### src/rtl/riscv_mem_pkg.sv
// Shared data-memory definitions: load funct3 codes, region decode, IO offsets, FSM states.
package riscv_mem_pkg;

    localparam logic [2:0] F3_LB  = 3'b000;
    localparam logic [2:0] F3_LH  = 3'b001;
    localparam logic [2:0] F3_LW  = 3'b010;
    localparam logic [2:0] F3_LBU = 3'b100;
    localparam logic [2:0] F3_LHU = 3'b101;

    localparam logic [3:0] IO_NIBBLE   = 4'b1000;
    localparam logic [1:0] DMEM_TOP    = 2'b00;

    localparam logic [3:0] IO_STATUS_OFF = 4'h0;
    localparam logic [3:0] IO_RXDATA_OFF = 4'h4;

    typedef enum logic [1:0] {ST_IDLE, ST_RESP, ST_WAIT_RX} state_e;
    typedef enum logic [1:0] {RGN_UNMAPPED, RGN_DMEM, RGN_IO} region_e;

    function automatic region_e decode_region(input logic [31:0] addr);
        if (addr[31:28] == IO_NIBBLE)
            return RGN_IO;
        else if (addr[31:30] == DMEM_TOP && addr[28])
            return RGN_DMEM;
        else
            return RGN_UNMAPPED;
    endfunction

endpackage

### src/rtl/load_aligner.sv
// Combinational lane extraction and sign/zero extension of a 32-bit word for a load.
module load_aligner
    import riscv_mem_pkg::*;
(
    input  logic [31:0] word_i,
    input  logic [1:0]  off_i,
    input  logic [2:0]  funct3_i,
    output logic [31:0] data_o,
    output logic        misaligned_o
);

    logic [31:0] shifted;
    logic [7:0]  byte_sel;
    logic [15:0] half_sel;

    assign shifted  = word_i >> {off_i, 3'b000};
    assign byte_sel = shifted[7:0];
    assign half_sel = off_i[1] ? word_i[31:16] : word_i[15:0];

    // NOTE: every output gets a default first so no path leaves it unassigned (no latch).
    always_comb begin
        data_o       = '0;
        misaligned_o = 1'b0;
        case (funct3_i)
            F3_LB:  data_o = {{24{byte_sel[7]}}, byte_sel};
            F3_LBU: data_o = {24'b0, byte_sel};
            F3_LH, F3_LHU: begin
                if (off_i[0])
                    misaligned_o = 1'b1;
                else if (funct3_i == F3_LH)
                    data_o = {{16{half_sel[15]}}, half_sel};
                else
                    data_o = {16'b0, half_sel};
            end
            default: begin
                // LW and the unused encodings all behave as a full-word load.
                if (off_i != 2'b00)
                    misaligned_o = 1'b1;
                else
                    data_o = word_i;
            end
        endcase
    end

endmodule

### src/rtl/load_return_unit.sv
// Load return path: captures a load, selects DMEM/IO source, aligns and extends for writeback.
// Optional IO_BLOCKING_READ_EN: an RX-data read with no byte pending waits (stalls) for one.
module load_return_unit
    import riscv_mem_pkg::*;
(
    input  logic        clk,
    input  logic        rst_n,
    input  logic        req_valid,
    input  logic [2:0]  req_funct3,
    input  logic [31:0] req_addr,
    input  logic [4:0]  req_rd,
    input  logic [31:0] dmem_dout,
    input  logic        io_rx_valid,
    input  logic [7:0]  io_rx_data,
    input  logic        io_tx_ready,
    output logic        io_rx_ready,
    output logic        stall,
    output logic        wb_valid,
    output logic [31:0] wb_data,
    output logic [4:0]  wb_rd,
    output logic        load_misaligned
);

    state_e      state_q, state_d;
    region_e     region_q;
    logic [2:0]  funct3_q;
    logic [3:0]  addr_q;
    logic [4:0]  rd_q;

    logic        accept;
    logic        rx_read;
    logic [31:0] src_word;
    logic [31:0] align_data;
    logic        align_mis;
    logic        unused_addr;

    assign unused_addr = ^req_addr[27:4];

    assign rx_read = (region_q == RGN_IO) && (addr_q[3:2] == IO_RXDATA_OFF[3:2]);

    always_comb begin
        src_word = '0;
        case (region_q)
            RGN_DMEM: src_word = dmem_dout;
            RGN_IO: begin
                if (addr_q[3:2] == IO_STATUS_OFF[3:2])
                    src_word = {30'b0, io_tx_ready, io_rx_valid};
                else if (rx_read && io_rx_valid)
                    src_word = {24'b0, io_rx_data};
            end
            default: src_word = '0;
        endcase
    end

    load_aligner u_aligner (
        .word_i       (src_word),
        .off_i        (addr_q[1:0]),
        .funct3_i     (funct3_q),
        .data_o       (align_data),
        .misaligned_o (align_mis)
    );

    always_comb begin
        stall    = 1'b0;
        wb_valid = 1'b0;
        case (state_q)
            ST_RESP: begin
`ifdef IO_BLOCKING_READ_EN
                if (rx_read && !io_rx_valid && !align_mis)
                    stall = 1'b1;
                else
                    wb_valid = 1'b1;
`else
                wb_valid = 1'b1;
`endif
            end
`ifdef IO_BLOCKING_READ_EN
            ST_WAIT_RX: begin
                if (io_rx_valid)
                    wb_valid = 1'b1;
                else
                    stall = 1'b1;
            end
`endif
            default: ;
        endcase

        accept = req_valid && !stall;
        if (accept)
            state_d = ST_RESP;
`ifdef IO_BLOCKING_READ_EN
        else if (stall)
            state_d = ST_WAIT_RX;
`endif
        else
            state_d = ST_IDLE;

        // Consume only on a committed, aligned RX-data read that actually carried a byte.
        io_rx_ready     = wb_valid && rx_read && io_rx_valid && !align_mis;
        load_misaligned = wb_valid && align_mis && (region_q != RGN_UNMAPPED);
        wb_data         = wb_valid ? align_data : 32'b0;
        wb_rd           = wb_valid ? rd_q : 5'b0;
    end

    // NOTE: sequential state uses non-blocking assignments so all registers update together.
    always_ff @(posedge clk or negedge rst_n) begin
        if (!rst_n) begin
            state_q  <= ST_IDLE;
            region_q <= RGN_UNMAPPED;
            funct3_q <= '0;
            addr_q   <= '0;
            rd_q     <= '0;
        end else begin
            state_q <= state_d;
            if (accept) begin
                region_q <= decode_region(req_addr);
                funct3_q <= req_funct3;
                addr_q   <= req_addr[3:0];
                rd_q     <= req_rd;
            end
        end
    end

endmodule

### config.mk
export PLATFORM = sky130hd
export DESIGN_NAME = load_return_unit
export DESIGN_NICKNAME = d
export VERILOG_FILES = /design/src/rtl/riscv_mem_pkg.sv /design/src/rtl/load_aligner.sv /design/src/rtl/load_return_unit.sv
export SDC_FILE = /design/constraint.sdc
export NUM_CORES = 1
export LEC_CHECK = 0
export CAP_MARGIN = 10
export CORE_MARGIN = 2
export CORE_UTILIZATION = 57
export CTS_BUF_LIST = sky130_fd_sc_hd__clkbuf_16
export CTS_CLUSTER_SIZE = 20
export DETAILED_ROUTE_END_ITERATION = 16
export DONT_BUFFER_PORTS = 1
export PLACE_DENSITY = 0.82
export RECOVER_POWER = 25
export SETUP_SLACK_MARGIN = 0.5
export SYNTH_ARGS = -nofsm -noshare
export SYNTH_HDL_FRONTEND = slang
export SYNTH_SLANG_ARGS = --single-unit
### constraint.sdc
create_clock -name clk -period 1.8 [get_ports clk]
set_clock_uncertainty 0.05 [all_clocks]
set_input_delay 0.18 -clock clk [delete_from_list [all_inputs] [get_ports clk]]
set_output_delay 0.18 -clock clk [all_outputs]
set_load 0.03 [all_outputs]
==> impl_metrics.py, run 1 <==
metrics = {
    "floorplan": {
        "num_rows": 18,
        "die_h_um": 56.3,
        "num_io_pins": 126,
        "die_w_um": 56.3,
        "start_util_pct": 61.4,
    },
    "clock_network": {
        "post_cts_buffers": 10,
        "cts_buffers": 3,
        "cts-root-buf": "clkbuf_16",
        "clockBufferDepth": 2,
        "clock_sinks": 15,
        "cts-resized-gates": 77,
        "ctsHoldBuffers": 3,
        "h-tree-depth": 1,
    },
    "yosys": {
        "avgSynthCellArea_sq_um": 7.81,
        "synthTopCellsByArea": "dfrtp_1 (24%), mux2_2 (8.7%), nand3_1 (6.4%)",
        "synth_area_leader_cell": "dfrtp_1",
        "syn_nets": 288,
        "yosys.cell_types.count": 46,
        "netlist.area_leader.share_pct": 24.0,
        "ys_seq_elements": 15,
        "netlist_instances": 200,
        "yosysSeqAreaShare_pct": 24.0,
        "syn_area_sq_um": 1560,
        "synth-edff-count": 0,
        "synth_warnings": 0,
        "async_flop_share_pct": 100,
        "yosys_most_used_dff": "dfrtp_1",
    },
    "placed_design": {
        "portBuffers": 0,
        "dp_cells": 265,
        "place_area_sq_um": 2270,
        "place.gp.congestion": 1.01,
        "dp_hpwl_mm": 4.60,
    },
    "status": {
        "stop_stage": "4_1_cts",
        "stop_error": "[ERROR DPL-0038] Utilization greater than 100%, impossible to legalize",
        "status": "did not finish",
    },
}
[kinds of logic after synthesis]
logic type / synth area share (%)
compound gates: 28.9
fa+ha+maj: 2.40
buf+inv: 7.21
flops: 24.0
mux: 8.65
other cells: 0.240
simple gates: 28.5
[through the flow]
stage | setup TNS [ns] | setup slack, ns
floorplan | -5.12 | -0.229
global placement | -7.30 | -0.361
detailed placement | -9.08 | -0.435
[Yosys cell counts (2+ instances only)]
master,count
o22ai_1,7
nand4_1,2
buf_4,2
a32o_1,2
and2_1,5
a22oi_1,10
buf_2,3
nor2_1,8
buf_6,2
a311oi_1,2
nor2b_1,5
nand3_1,20
inv_1,5
and3_1,2
and4_1,2
o21a_1,7
mux2_2,12
and4b_1,3
o22a_1,2
dfrtp_1,15
ha_1,3
a22o_1,4
clkbuf_1,10
or2_2,2
a21boi_0,3
nand2_1,26
nand2b_1,5
o21ai_0,4
a21oi_1,10
==> run 2: changes to the inputs <==
CORE_UTILIZATION = 40   (was 57)
CTS_BUF_LIST = unset   (was sky130_fd_sc_hd__clkbuf_16)
CTS_CLUSTER_SIZE = unset   (was 20)
PLACE_DENSITY = unset   (was 0.82)
PLACE_DENSITY_LB_ADDON = 0.15   (was unset)
SETUP_SLACK_MARGIN = unset   (was 0.5)
clock period = 2.34 ns   (was 1.8 ns; I/O delays follow)
==> impl_metrics.py, run 2 <==
metrics = {
    "sta": {
        "max_slew_margin_pct": 56.0,
        "fmax_mhz": 407,
        "hold_viol": 0,
        "fin_crit_sh_pct": 105,
        "slew_viol_final": 0,
        "setup_ws_ns": -0.118,
        "rsz0062_at_grt": "yes",
        "setup_violations": 23,
        "fin_crit_ns": 2.46,
        "tightest_slew_ns": 0.658,
    },
    "yosys": {
        "synth-edff-count": 0,
        "ys_top_cells_by_count": "nand2_1 (26), nand3_1 (20), dfrtp_1 (15), mux2_2 (12)",
        "yosysSeqAreaShare_pct": 24.0,
        "synthTopCellsByArea": "dfrtp_1 (24%), mux2_2 (8.7%), nand3_1 (6.4%)",
        "synth_area_leader_cell": "dfrtp_1",
        "syn_nets": 288,
        "synth.most_common_cell": "nand2_1",
        "netlist_instances": 200,
        "async_flop_share_pct": 100,
        "yosys_most_used_dff": "dfrtp_1",
        "yosys.cell_types.count": 46,
        "synth_warnings": 0,
        "netlist.area_leader.share_pct": 24.0,
        "avgSynthCellArea_sq_um": 7.81,
        "ys_seq_elements": 15,
        "syn_area_sq_um": 1560,
    },
    "power": {
        "sw_frac_of_total_pct": 33.8,
        "power_w": 0.000772,
        "ir_drop_v": 0.000335,
        "clockPowerShare_pct": 26.9,
        "p_seq_share_pct": 40.9,
        "powerDensity_nw_per_um2": 359,
        "p_leak_nw": 0.977,
        "power.switching_w": 0.000261,
        "combPwrFrac_pct": 32.2,
        "p_int_w": 0.000511,
    },
    "grt": {
        "grt_pass1_vias": 1611,
        "grt_max_degree": 20,
        "grt.total_usage_pct": 23.1,
        "antenna_found_initial": 0,
        "overflow": 0,
        "grt_pass1_wl_mm": 8.01,
    },
    "route": {
        "ant_nets": 0,
        "routed_via_density": 6.14,
        "finalWirelength_mm": 5.22,
        "routed-via-count": 1738,
        "wl_per_cell_um": 18.4,
        "firstDrtPassIters": 4,
        "drcViolationCount": 0,
        "first_iter_violations": 141,
    },
    "setup_path": {
        "endpoint_kind": "output pin",
        "cp.arrival_ns": 2.17,
        "crit_fanout": 7,
        "startpoint_type": "register",
        "crit_required_ns": 2.06,
        "reg2reg_depth": 2,
        "crit_chain": "inv_2, ha_4, and4b_2, nand4_1, a311oi_2, buf_4, o21a_1, buf_12",
        "max_stage_delay_ns": 0.38,
        "worstSetupPathType": "register to output pin",
        "cp_slowest_cell": "dfrtp_1",
    },
    "status": {
        "violations": "negative setup slack",
        "status": "complete, but fails checks",
    },
    "final_layout": {
        "top_regs": "rd_q: 5 flops, addr_q: 4 flops, funct3_q: 3 flops",
        "drive_gt1_share_pct": 37.0,
        "final_cell_mix": "nand2_1 (26), buf_4 (22), buf_6 (21), dfrtp_1 (13), mux2_2 (12)",
        "largest_reg_flops": 5,
        "layout_commonest_cell": "nand2_1",
        "n_fill_cell": 362,
        "nets": 324,
        "registers.top_by_ff_count": "rd_q",
        "fin_area_sq_um": 2150,
        "antenna_cells": 0,
        "syn_to_final_growth_pct": 37.7,
    },
    "flow_run": {
        "maxCapViolations": 0,
    },
    "clock_network": {
        "clk_pin_slew_ns": 0.06,
        "h-tree-depth": 1,
        "clock_sinks": 15,
        "clockBufferDepth": 2,
        "cts_buffers": 3,
        "cts-root-buf": "clkbuf_8",
        "insertion_delay_ns": 0.24,
        "cts_tree": "built",
    },
    "placed_design": {
        "place_area_sq_um": 1860,
        "place.gp.congestion": 0.839,
        "place_ws_ns": -0.0338,
        "dp_hpwl_mm": 4.02,
        "portBuffers": 0,
    },
    "worst_hold_path": {
        "whs_path_depth": 1,
        "hp-class": "input pin to register",
    },
    "floorplan": {
        "dieArea_sq_um": 4420,
        "die_w_um": 66.5,
        "coreArea_sq_um": 3720,
        "die_h_um": 66.5,
        "num_io_pins": 126,
        "num_rows": 22,
        "start_util_pct": 42.0,
    },
}
[run 2: critical path, delay by kind of cell (launching register included)]
kind            cells  cell delay, ns
compound gates      2            0.46
fa+ha+maj           1            0.14
buf+inv             3            0.46
flops               1            0.38
simple gates        2            0.50
[run 2: logic make-up after synthesis]
| family | after synthesis | synth area share (%) |
|---|---|---|
| adder cells (fa/ha/maj) | 3 | 2.40 |
| flip-flops | 15 | 24.0 |
| other | 1 | 0.240 |
| buffers and inverters | 23 | 7.21 |
| AO/OA/AOI/OAI | 61 | 28.9 |
| AND/OR/NAND/NOR | 85 | 28.5 |
| multiplexers | 12 | 8.65 |
[run 2: per-stage QoR]
step	hold WS (ns)	util [%]	instances	TNS, ns
global route	0.0162	57.8	283	-4.25
CTS	0.0242	57.6	283	-2.14
floorplan	-0.112	-	200	0
detailed placement	-0.111	50.2	272	-0.0857
finish	0.0269	57.8	283	-2.11
global placement	-0.111	50.2	272	0
[run 2: path summary, 6_finish.rpt]
path / start / to / slack, ns
max in group asynchronous: rst_n / addr_q[1] / 1.37
worst max register to register: addr_q[0] / addr_q[0] / 1.24
worst min register to register: rd_q[2] / rd_q[2] / 0.45
worst min-delay path: req_valid / addr_q[0] / 0.03
worst max-delay path: region_q[0] / wb_data[10] / -0.12
min in group asynchronous: rst_n / rd_q[1] / 0.41
[run 2: power groups by stage]
stage,clock network (W),logic (W),registers (W)
floorplan,0,0.000188,0.000299
global placement,0,0.000217,0.000315
detailed placement,0,0.000220,0.000317
CTS,0.000213,0.000247,0.000314
global route,0.000228,0.000268,0.000321
finish,0.000207,0.000248,0.000316
[run 2: routing by layer]
| layer | share of wire [%] | up-vias | global-route usage [%] | routed length (um) |
|---|---|---|---|---|
| met5 | 0 | - | 0 | 0 |
| met4 | 0 | 0 | 1.53 | 0 |
| met3 | 8.5 | 0 | 4.73 | 442 |
| met2 | 51 | 86 | 41.0 | 2660 |
| met1 | 41 | 829 | 30.0 | 2120 |
| li1 | - | 823 | - | - |
[run 2: final cells by class]
type	count	area (sq um)	area share (%)
multi-input combinational	163	1180	54.9
timing repair buffer	47	462	21.5
sequential	15	378	17.6
tap	48	60.1	2.79
clock buffer	3	41.3	1.92
inverter	6	22.5	1.05
clock inverter	1	5.00	0.233
[run 2: repair_timing]
| action | 4_1_cts | 5_1_grt |
|---|---|---|
| pin swaps | 23 | 6 |
| hold buffers | 2 | 0 |
| setup endpoints to repair | 27 | 28 |
| resized for setup | 40 | 4 |
| setup buffers | 4 | 0 |
| cloned | 1 | 0 |
| endpoints found under the hold margin | 16 | 0 |
Note: power is estimated with default switching activity, not from simulation.
